<file path="config.mk">
export PLATFORM = sky130hd
export DESIGN_NAME = ex_mem_stage_flat
export DESIGN_NICKNAME = d
export VERILOG_FILES = /design/src/rtl/ex_mem_stage_if.sv /design/src/rtl/ex_mem_stage.sv /design/src/flat_wrapper.sv
export SDC_FILE = /design/constraint.sdc
export NUM_CORES = 2
export LEC_CHECK = 0
export BUFFER_PORTS_ARGS = -buffer_cell sky130_fd_sc_hd__buf_4
export CAP_MARGIN = 20
export CORE_UTILIZATION = 50
export DETAILED_ROUTE_END_ITERATION = 16
export PLACE_DENSITY = 0.79
export RECOVER_POWER = 50
export SLEW_MARGIN = 20
export SYNTH_ARGS = -nofsm -noshare
export SYNTH_HDL_FRONTEND = slang
export SYNTH_SLANG_ARGS = --single-unit
</file>
<file path="constraint.sdc">
create_clock -name clk -period 20.7 [get_ports clk]
set_input_delay 4.14 -clock clk [delete_from_list [all_inputs] [get_ports clk]]
set_output_delay 4.14 -clock clk [all_outputs]
set_load 0.05 [all_outputs]
</file>
<file path="src/rtl/ex_mem_stage_if.sv">
// rtl/ex_mem_stage_if.sv - ID/EX, MEM/WB and EX/MEM signal bundle for the execute stage
// Purpose: groups every non-clock/reset signal of ex_mem_stage.
// Ports (modport slave = execute stage, modport master = upstream/downstream driver):
//   ID/EX in  : mem_to_reg, reg_write_en, mem_read, mem_write, branch, alu_control[3:0],
//               alu_src, ID_EX_pc_in[63:0], read_data1/2[63:0], imm_gen[63:0],
//               ID_EX_rs1/rs2/rd[4:0]
//   MEM/WB in : MEM_WB_rd[4:0], MEM_WB_reg_write_en, MEM_WB_write_data[63:0]
//   EX/MEM out: mem_to_reg_out, reg_write_en_out, mem_read_out, mem_write_out,
//               alu_result[63:0], write_data[63:0], EX_MEM_rd_out[4:0],
//               pc_src_out, branch_target_out[63:0], flush_out
interface ex_mem_stage_if;
  logic        mem_to_reg;
  logic        reg_write_en;
  logic        mem_read;
  logic        mem_write;
  logic        branch;
  logic [3:0]  alu_control;
  logic        alu_src;
  logic [63:0] ID_EX_pc_in;
  logic [63:0] read_data1;
  logic [63:0] read_data2;
  logic [63:0] imm_gen;
  logic [4:0]  ID_EX_rs1;
  logic [4:0]  ID_EX_rs2;
  logic [4:0]  ID_EX_rd;
  logic [4:0]  MEM_WB_rd;
  logic        MEM_WB_reg_write_en;
  logic [63:0] MEM_WB_write_data;

  logic        mem_to_reg_out;
  logic        reg_write_en_out;
  logic        mem_read_out;
  logic        mem_write_out;
  logic [63:0] alu_result;
  logic [63:0] write_data;
  logic [4:0]  EX_MEM_rd_out;
  logic        pc_src_out;
  logic [63:0] branch_target_out;
  logic        flush_out;

  modport master (
    output mem_to_reg, reg_write_en, mem_read, mem_write, branch, alu_control, alu_src,
           ID_EX_pc_in, read_data1, read_data2, imm_gen, ID_EX_rs1, ID_EX_rs2, ID_EX_rd,
           MEM_WB_rd, MEM_WB_reg_write_en, MEM_WB_write_data,
    input  mem_to_reg_out, reg_write_en_out, mem_read_out, mem_write_out, alu_result,
           write_data, EX_MEM_rd_out, pc_src_out, branch_target_out, flush_out
  );

  modport slave (
    input  mem_to_reg, reg_write_en, mem_read, mem_write, branch, alu_control, alu_src,
           ID_EX_pc_in, read_data1, read_data2, imm_gen, ID_EX_rs1, ID_EX_rs2, ID_EX_rd,
           MEM_WB_rd, MEM_WB_reg_write_en, MEM_WB_write_data,
    output mem_to_reg_out, reg_write_en_out, mem_read_out, mem_write_out, alu_result,
           write_data, EX_MEM_rd_out, pc_src_out, branch_target_out, flush_out
  );
endinterface

</file>
<file path="src/rtl/ex_mem_stage.sv">
// rtl/ex_mem_stage.sv - execute stage (forwarding, ALU, BEQ resolve) plus EX/MEM register
// Purpose: takes ID/EX register outputs, forwards operands, computes the ALU result and
//   branch decision, and registers everything the memory stage and fetch need.
// Ports:
//   clk   - pipeline clock, all state on rising edge
//   reset - asynchronous, active-high, clears every output to 0
//   bus   - ex_mem_stage_if.slave (ID/EX and MEM/WB inputs, EX/MEM outputs)
// Configuration: define EX_FORWARDING_EN to enable EX/MEM and MEM/WB operand forwarding;
//   without it the register-file operands are used as-is and MEM_WB_* are ignored.
module ex_mem_stage (
  input  logic           clk,
  input  logic           reset,
  ex_mem_stage_if.slave  bus
);

  logic        mem_to_reg_q;
  logic        reg_write_en_q;
  logic        mem_read_q;
  logic        mem_write_q;
  logic [63:0] alu_result_q;
  logic [63:0] write_data_q;
  logic [4:0]  rd_q;
  logic        pc_src_q;
  logic [63:0] branch_target_q;

  logic [63:0] fwd_a;
  logic [63:0] fwd_b;
  logic [63:0] op_b;
  logic [63:0] alu_out;
  logic [63:0] cmp_diff;
  logic        branch_taken;

`ifdef EX_FORWARDING_EN
  // EX/MEM is checked first so the younger producer wins over MEM/WB.
  always_comb begin
    fwd_a = bus.read_data1;
    if (reg_write_en_q && (rd_q != 5'd0) && (rd_q == bus.ID_EX_rs1))
      fwd_a = alu_result_q;
    else if (bus.MEM_WB_reg_write_en && (bus.MEM_WB_rd != 5'd0) && (bus.MEM_WB_rd == bus.ID_EX_rs1))
      fwd_a = bus.MEM_WB_write_data;
  end

  always_comb begin
    fwd_b = bus.read_data2;
    if (reg_write_en_q && (rd_q != 5'd0) && (rd_q == bus.ID_EX_rs2))
      fwd_b = alu_result_q;
    else if (bus.MEM_WB_reg_write_en && (bus.MEM_WB_rd != 5'd0) && (bus.MEM_WB_rd == bus.ID_EX_rs2))
      fwd_b = bus.MEM_WB_write_data;
  end
`else
  assign fwd_a = bus.read_data1;
  assign fwd_b = bus.read_data2;

  // MEM/WB inputs stay on the bus for a uniform pipeline but have no effect here.
  logic unused_mem_wb;
  assign unused_mem_wb = ^{bus.MEM_WB_rd, bus.MEM_WB_reg_write_en, bus.MEM_WB_write_data};
`endif

  assign op_b = bus.alu_src ? bus.imm_gen : fwd_b;

  always_comb begin
    alu_out = 64'd0;
    case (bus.alu_control)
      4'b0000: alu_out = fwd_a & op_b;
      4'b0001: alu_out = fwd_a | op_b;
      4'b0010: alu_out = fwd_a + op_b;
      4'b0110: alu_out = fwd_a - op_b;
      4'b0011: alu_out = fwd_a ^ op_b;
      4'b0100: alu_out = fwd_a << op_b[5:0];
      4'b0101: alu_out = fwd_a >> op_b[5:0];
      4'b0111: alu_out = $unsigned($signed(fwd_a) >>> op_b[5:0]);
      default: alu_out = 64'd0;
    endcase
  end

  // BEQ compares the register operands, independent of alu_src.
  assign cmp_diff     = fwd_a - fwd_b;
  assign branch_taken = bus.branch && (cmp_diff == 64'd0);

  always_ff @(posedge clk or posedge reset) begin
    if (reset) begin
      mem_to_reg_q    <= 1'b0;
      reg_write_en_q  <= 1'b0;
      mem_read_q      <= 1'b0;
      mem_write_q     <= 1'b0;
      alu_result_q    <= 64'd0;
      write_data_q    <= 64'd0;
      rd_q            <= 5'd0;
      pc_src_q        <= 1'b0;
      branch_target_q <= 64'd0;
    end else begin
      alu_result_q    <= alu_out;
      write_data_q    <= fwd_b;
      branch_target_q <= bus.ID_EX_pc_in + (bus.imm_gen << 1);
      // A registered taken branch means the instruction now in EX is wrong-path:
      // turn it into a bubble so it cannot write, access memory or branch.
      if (pc_src_q) begin
        mem_to_reg_q   <= 1'b0;
        reg_write_en_q <= 1'b0;
        mem_read_q     <= 1'b0;
        mem_write_q    <= 1'b0;
        rd_q           <= 5'd0;
        pc_src_q       <= 1'b0;
      end else begin
        mem_to_reg_q   <= bus.mem_to_reg;
        reg_write_en_q <= bus.reg_write_en;
        mem_read_q     <= bus.mem_read;
        mem_write_q    <= bus.mem_write;
        rd_q           <= bus.ID_EX_rd;
        pc_src_q       <= branch_taken;
      end
    end
  end

  assign bus.mem_to_reg_out    = mem_to_reg_q;
  assign bus.reg_write_en_out  = reg_write_en_q;
  assign bus.mem_read_out      = mem_read_q;
  assign bus.mem_write_out     = mem_write_q;
  assign bus.alu_result        = alu_result_q;
  assign bus.write_data        = write_data_q;
  assign bus.EX_MEM_rd_out     = rd_q;
  assign bus.pc_src_out        = pc_src_q;
  assign bus.branch_target_out = branch_target_q;
  assign bus.flush_out         = pc_src_q;

endmodule

</file>
<file path="src/flat_wrapper.sv">
// flat-port wrapper written by rule: the top's interface ports become plain ports
module ex_mem_stage_flat 
  (clk, reset, bus_mem_to_reg, bus_reg_write_en, bus_mem_read, bus_mem_write, bus_branch, bus_alu_control, bus_alu_src, bus_ID_EX_pc_in, bus_read_data1, bus_read_data2, bus_imm_gen, bus_ID_EX_rs1, bus_ID_EX_rs2, bus_ID_EX_rd, bus_MEM_WB_rd, bus_MEM_WB_reg_write_en, bus_MEM_WB_write_data, bus_mem_to_reg_out, bus_reg_write_en_out, bus_mem_read_out, bus_mem_write_out, bus_alu_result, bus_write_data, bus_EX_MEM_rd_out, bus_pc_src_out, bus_branch_target_out, bus_flush_out);
  ex_mem_stage_if bus_i ();
  input  logic clk;
  input  logic reset;
  input wire logic [$bits(bus_i.mem_to_reg)-1:0] bus_mem_to_reg;
  input wire logic [$bits(bus_i.reg_write_en)-1:0] bus_reg_write_en;
  input wire logic [$bits(bus_i.mem_read)-1:0] bus_mem_read;
  input wire logic [$bits(bus_i.mem_write)-1:0] bus_mem_write;
  input wire logic [$bits(bus_i.branch)-1:0] bus_branch;
  input wire logic [$bits(bus_i.alu_control)-1:0] bus_alu_control;
  input wire logic [$bits(bus_i.alu_src)-1:0] bus_alu_src;
  input wire logic [$bits(bus_i.ID_EX_pc_in)-1:0] bus_ID_EX_pc_in;
  input wire logic [$bits(bus_i.read_data1)-1:0] bus_read_data1;
  input wire logic [$bits(bus_i.read_data2)-1:0] bus_read_data2;
  input wire logic [$bits(bus_i.imm_gen)-1:0] bus_imm_gen;
  input wire logic [$bits(bus_i.ID_EX_rs1)-1:0] bus_ID_EX_rs1;
  input wire logic [$bits(bus_i.ID_EX_rs2)-1:0] bus_ID_EX_rs2;
  input wire logic [$bits(bus_i.ID_EX_rd)-1:0] bus_ID_EX_rd;
  input wire logic [$bits(bus_i.MEM_WB_rd)-1:0] bus_MEM_WB_rd;
  input wire logic [$bits(bus_i.MEM_WB_reg_write_en)-1:0] bus_MEM_WB_reg_write_en;
  input wire logic [$bits(bus_i.MEM_WB_write_data)-1:0] bus_MEM_WB_write_data;
  output wire logic [$bits(bus_i.mem_to_reg_out)-1:0] bus_mem_to_reg_out;
  output wire logic [$bits(bus_i.reg_write_en_out)-1:0] bus_reg_write_en_out;
  output wire logic [$bits(bus_i.mem_read_out)-1:0] bus_mem_read_out;
  output wire logic [$bits(bus_i.mem_write_out)-1:0] bus_mem_write_out;
  output wire logic [$bits(bus_i.alu_result)-1:0] bus_alu_result;
  output wire logic [$bits(bus_i.write_data)-1:0] bus_write_data;
  output wire logic [$bits(bus_i.EX_MEM_rd_out)-1:0] bus_EX_MEM_rd_out;
  output wire logic [$bits(bus_i.pc_src_out)-1:0] bus_pc_src_out;
  output wire logic [$bits(bus_i.branch_target_out)-1:0] bus_branch_target_out;
  output wire logic [$bits(bus_i.flush_out)-1:0] bus_flush_out;
  assign bus_i.mem_to_reg = bus_mem_to_reg;
  assign bus_i.reg_write_en = bus_reg_write_en;
  assign bus_i.mem_read = bus_mem_read;
  assign bus_i.mem_write = bus_mem_write;
  assign bus_i.branch = bus_branch;
  assign bus_i.alu_control = bus_alu_control;
  assign bus_i.alu_src = bus_alu_src;
  assign bus_i.ID_EX_pc_in = bus_ID_EX_pc_in;
  assign bus_i.read_data1 = bus_read_data1;
  assign bus_i.read_data2 = bus_read_data2;
  assign bus_i.imm_gen = bus_imm_gen;
  assign bus_i.ID_EX_rs1 = bus_ID_EX_rs1;
  assign bus_i.ID_EX_rs2 = bus_ID_EX_rs2;
  assign bus_i.ID_EX_rd = bus_ID_EX_rd;
  assign bus_i.MEM_WB_rd = bus_MEM_WB_rd;
  assign bus_i.MEM_WB_reg_write_en = bus_MEM_WB_reg_write_en;
  assign bus_i.MEM_WB_write_data = bus_MEM_WB_write_data;
  assign bus_mem_to_reg_out = bus_i.mem_to_reg_out;
  assign bus_reg_write_en_out = bus_i.reg_write_en_out;
  assign bus_mem_read_out = bus_i.mem_read_out;
  assign bus_mem_write_out = bus_i.mem_write_out;
  assign bus_alu_result = bus_i.alu_result;
  assign bus_write_data = bus_i.write_data;
  assign bus_EX_MEM_rd_out = bus_i.EX_MEM_rd_out;
  assign bus_pc_src_out = bus_i.pc_src_out;
  assign bus_branch_target_out = bus_i.branch_target_out;
  assign bus_flush_out = bus_i.flush_out;
  ex_mem_stage u_core (.clk(clk), .reset(reset), .bus(bus_i));
endmodule
</file>
==> results.json <==
{
  "status": "finished, violations left",
  "violations": "capacitance limit, slew limit",
  "ys_seq_area_share_pct": 16.6,
  "insertion_delay_ns": 0.60,
  "dieWidth_um": 249,
  "rows": 90,
  "synth_top_flop_cell": "dfrtp_1",
  "cap_violations": 3,
  "layout-drive-gt1-share_pct": 12.5,
  "start_util_pct": 50.6,
  "grt_max_degree": 103,
  "area_growth_pct": 14.3,
  "clockBufferDepth": 3,
  "worstMarginPinSlew_ns": 3.63,
  "clock_sinks": 202,
  "ys_warn_count": 0,
  "worstSetupPathType": "in2reg",
  "rsz0062_at_grt": "no",
  "overflow": 0,
  "peakVddDrop_v": 0.0000697,
  "place_area_um2": 34300,
  "r2r-start": "u_core.bus.flush_out$_DFF_PP0_",
  "core_um2": 60200,
  "p_leak_nw": 16.6,
  "hold_viol": 0,
  "period_share_pct": 52.0,
  "grt_usage_pct": 45.8,
  "drt-total-wl_mm": 148,
  "power.density_nw_per_um2": 64.4,
  "cts_max_level": 1,
  "viasPerCell": 6.68,
  "clockPowerShare_pct": 20.3,
  "p_sw_share_pct": 50.3,
  "p_int_w": 0.00112,
  "wl_met3_mm": 18.2,
  "final.setup.tns_ns": 0,
  "setup_ws_ns": 9.94,
  "finalCriticalPeriod_ns": 10.76,
  "hold_slack_ns": 0.741,
  "nNetsFinal": 5079,
  "cts_resized": 0,
  "slew_headroom_pct": -142,
  "fin_area_um2": 34800,
  "path_clk_slew_ns": 0.06,
  "netlist.area_leader.share_pct": 16.6,
  "crit_path_end_kind": "flop",
  "top_layer": "met5",
  "grt_pass1_vias": 32225,
  "dr_wl_met2_mm": 61.5,
  "setup_viol": 0,
  "synth.largest_area_cell": "dfrtp_1",
  "dieHeight_um": 249,
  "cts_made_buffers": 25,
  "p_comb_share_pct": 59.1,
  "cp-start-kind": "primary input",
  "hold_buffers": 0,
  "cp-endpoint": "u_core.bus.alu_result[63]$_DFF_PP0_",
  "wl_per_cell_um": 28.3,
  "vias": 34818,
  "grt_antenna_before_repair": 11,
  "rr_worst_depth": 11,
  "slew_violations": 207,
  "post-route-util_pct": 57.8,
  "fillers": 5928,
  "r2r_setup_slack_ns": 17.05,
  "drtIter0Drc": 4761,
  "rr_endpoint": "u_core.bus.flush_out$_DFF_PP0_",
  "required_ns": 21.21,
  "netlist_instances": 4111,
  "synthesis.area_um2": 30500,
  "drc": 0,
  "synth_area_leaders": "dfrtp_1 (17%), ha_1 (13%), mux2i_1 (11%)",
  "hpwl_mm": 118,
  "seqPwrFrac_pct": 20.7,
  "place_ws_ns": 9.74,
  "grt_pass1_wl_mm": 214,
  "synth-seq-cells": 202,
  "io_buffers": 475,
  "die_area_um2": 61900,
  "avgSynthCellArea_um2": 7.41,
  "p_sw_w": 0.00113,
  "skew_ns": 0.0187,
  "drtAntennaViolNets": 0,
  "first_pass_iters": 7,
  "hold_class": "reg2reg",
  "gp_congestion": 1.10,
  "synthArstFlopShare_pct": 100,
  "cp.arrival_ns": 11.27,
  "syn-num-nets": 4784,
  "io_pins": 556,
  "synth.distinct_cells": 102,
  "wl_met1_mm": 60.2,
  "ctsRootBufferMaster": "clkbuf_16",
  "cp-startpoint": "bus_alu_src",
  "critical_path.max_fanout": 63,
  "post_cts_buffers": 0,
  "synth-edff-count": 0,
  "fmax_mhz": 93.0,
  "cts_tree": "built"
}
==> Yosys cell counts, drive strengths merged, types with 14 or more instances <==
cell / number
dfrtp: 202
nand4: 49
o21bai: 29
xnor2: 139
and3: 27
and2: 14
ha: 318
a2111oi: 20
nor2: 384
a22oi: 21
a31oi: 51
o221ai: 25
a21oi: 343
nor2b: 34
o21a: 57
a211oi: 40
o21ai: 386
nor3: 108
nand2: 386
xor2: 61
or3: 27
a221o: 15
inv: 238
clkbuf: 147
a221oi: 49
nor4: 17
nand3: 76
o211ai: 51
o22ai: 18
nand2b: 34
mux2i: 327
a211o: 15
a21o: 119
buf: 100
o2111ai: 15
o31ai: 25
==> metrics by stage <==
stage / power (W) / instances
after floorplan: 0.00132 / 4111
after CTS: 0.00221 / 5203
after detailed placement: 0.00175 / 5159
after global routing: 0.00233 / 5208
final: 0.00225 / 5212
after global placement: 0.00175 / 5159
==> state kept, by name, summed over array words and instances (netlist names) <==
register	cells
u_core.bus.flush_out	1
u_core.bus.write_data	64
u_core.bus.mem_write_out	1
u_core.bus.mem_to_reg_out	1
u_core.bus.EX_MEM_rd_out	5
u_core.bus.reg_write_en_out	1
u_core.bus.alu_result	64
u_core.bus.mem_read_out	1
u_core.bus.branch_target_out	64
==> per-layer routing <==
metal,up-vias,track usage [%]
met4,6,19.8
met3,335,12.3
met2,2222,68.4
met1,16663,61.7
li1,15592,-
met5,-,0
==> logic make-up (layout without fill, tap and decap cells) <==
kind of cell	count (synthesis)	count (layout)	share of synthesized area, %
compound gates	1356	1356	28.4
simple gates	1214	1214	18.4
buf+inv	486	798	6.47
mux	333	333	11.2
fa+ha+maj	320	320	13.2
flops	202	202	16.6
xor+xnor	200	200	5.75
other cells	0	7	0
==> cell usage in the layout, fill, tap and decap left out, types with 27 or more instances in the layout <==
cell and instances:
buf_4 415, nand2_1 384, nor2_1 383, o21ai_0 345, a21oi_1 339, mux2i_1 319, ha_1 318, inv_1 228
dfrtp_1 202, xnor2_1 139, a21o_1 119, nor3_1 101, clkbuf_1 85, nand3_1 74, xor2_1 61, o21a_1 52
a31oi_1 51, o211ai_1 51, nand4_1 49, a221oi_1 48, o21ai_1 41, a211oi_1 38, nor2b_1 34, nand2b_1 34
o21bai_1 29, and3_1 27
==> power by group through the flow <==
| stage | registers (W) | clock network [W] | logic (W) |
|---|---|---|---|
| after detailed placement | 0.000470 | 0 | 0.00128 |
| after global routing | 0.000468 | 0.000473 | 0.00139 |
| final | 0.000464 | 0.000455 | 0.00133 |
| after global placement | 0.000468 | 0 | 0.00128 |
| after floorplan | 0.000660 | 0 | 0.000656 |
| after CTS | 0.000464 | 0.000458 | 0.00129 |
==> critical path: stages <==
cell	delay [ns]
buf_4	0.53
buf_4	0.80
mux2i_1	0.49
inv_1	0.17
nor4_2	0.42
nand2_1	0.13
nor3_2	0.36
nand2b_1	0.28
nor4_4	0.76
a21oi_1	0.20
xnor2_1	0.17
ha_1	0.40
a21o_1	0.19
a21oi_1	0.15
or3b_1	0.38
o211a_1	0.27
nor4b_1	0.70
o41ai_1	0.26
a211oi_1	0.27
nand3b_1	0.13
==> cell type report <==
cell class / instances / area (µm²) / area share [%]
diodes: 7 / 17.5 / 0.0503
clock buffers: 30 / 674 / 1.94
clock inverters: 14 / 139 / 0.399
inverters: 239 / 900 / 2.58
multi-input cells: 3423 / 23500 / 67.5
flip-flops and latches: 202 / 5050 / 14.5
well taps: 782 / 978 / 2.81
repair buffers: 515 / 3550 / 10.2
==> worst min path at each step <==
stage | start | end | depth (start not counted)
3_5_place_dp | u_core.bus.flush_out$_DFF_PP0_ | u_core.bus.EX_MEM_rd_out[1]$_DFF_PP0_ | 2
2_1_floorplan | u_core.bus.flush_out$_DFF_PP0_ | u_core.bus.EX_MEM_rd_out[0]$_DFF_PP0_ | 1
6_report | u_core.bus.flush_out$_DFF_PP0_ | u_core.bus.EX_MEM_rd_out[4]$_DFF_PP0_ | 2
4_1_cts | u_core.bus.flush_out$_DFF_PP0_ | u_core.bus.mem_write_out$_DFF_PP0_ | 2
3_3_place_gp | u_core.bus.flush_out$_DFF_PP0_ | u_core.bus.EX_MEM_rd_out[0]$_DFF_PP0_ | 2
5_1_grt | u_core.bus.flush_out$_DFF_PP0_ | u_core.bus.mem_to_reg_out$_DFF_PP0_ | 2
(Power assumes the default switching activity.)
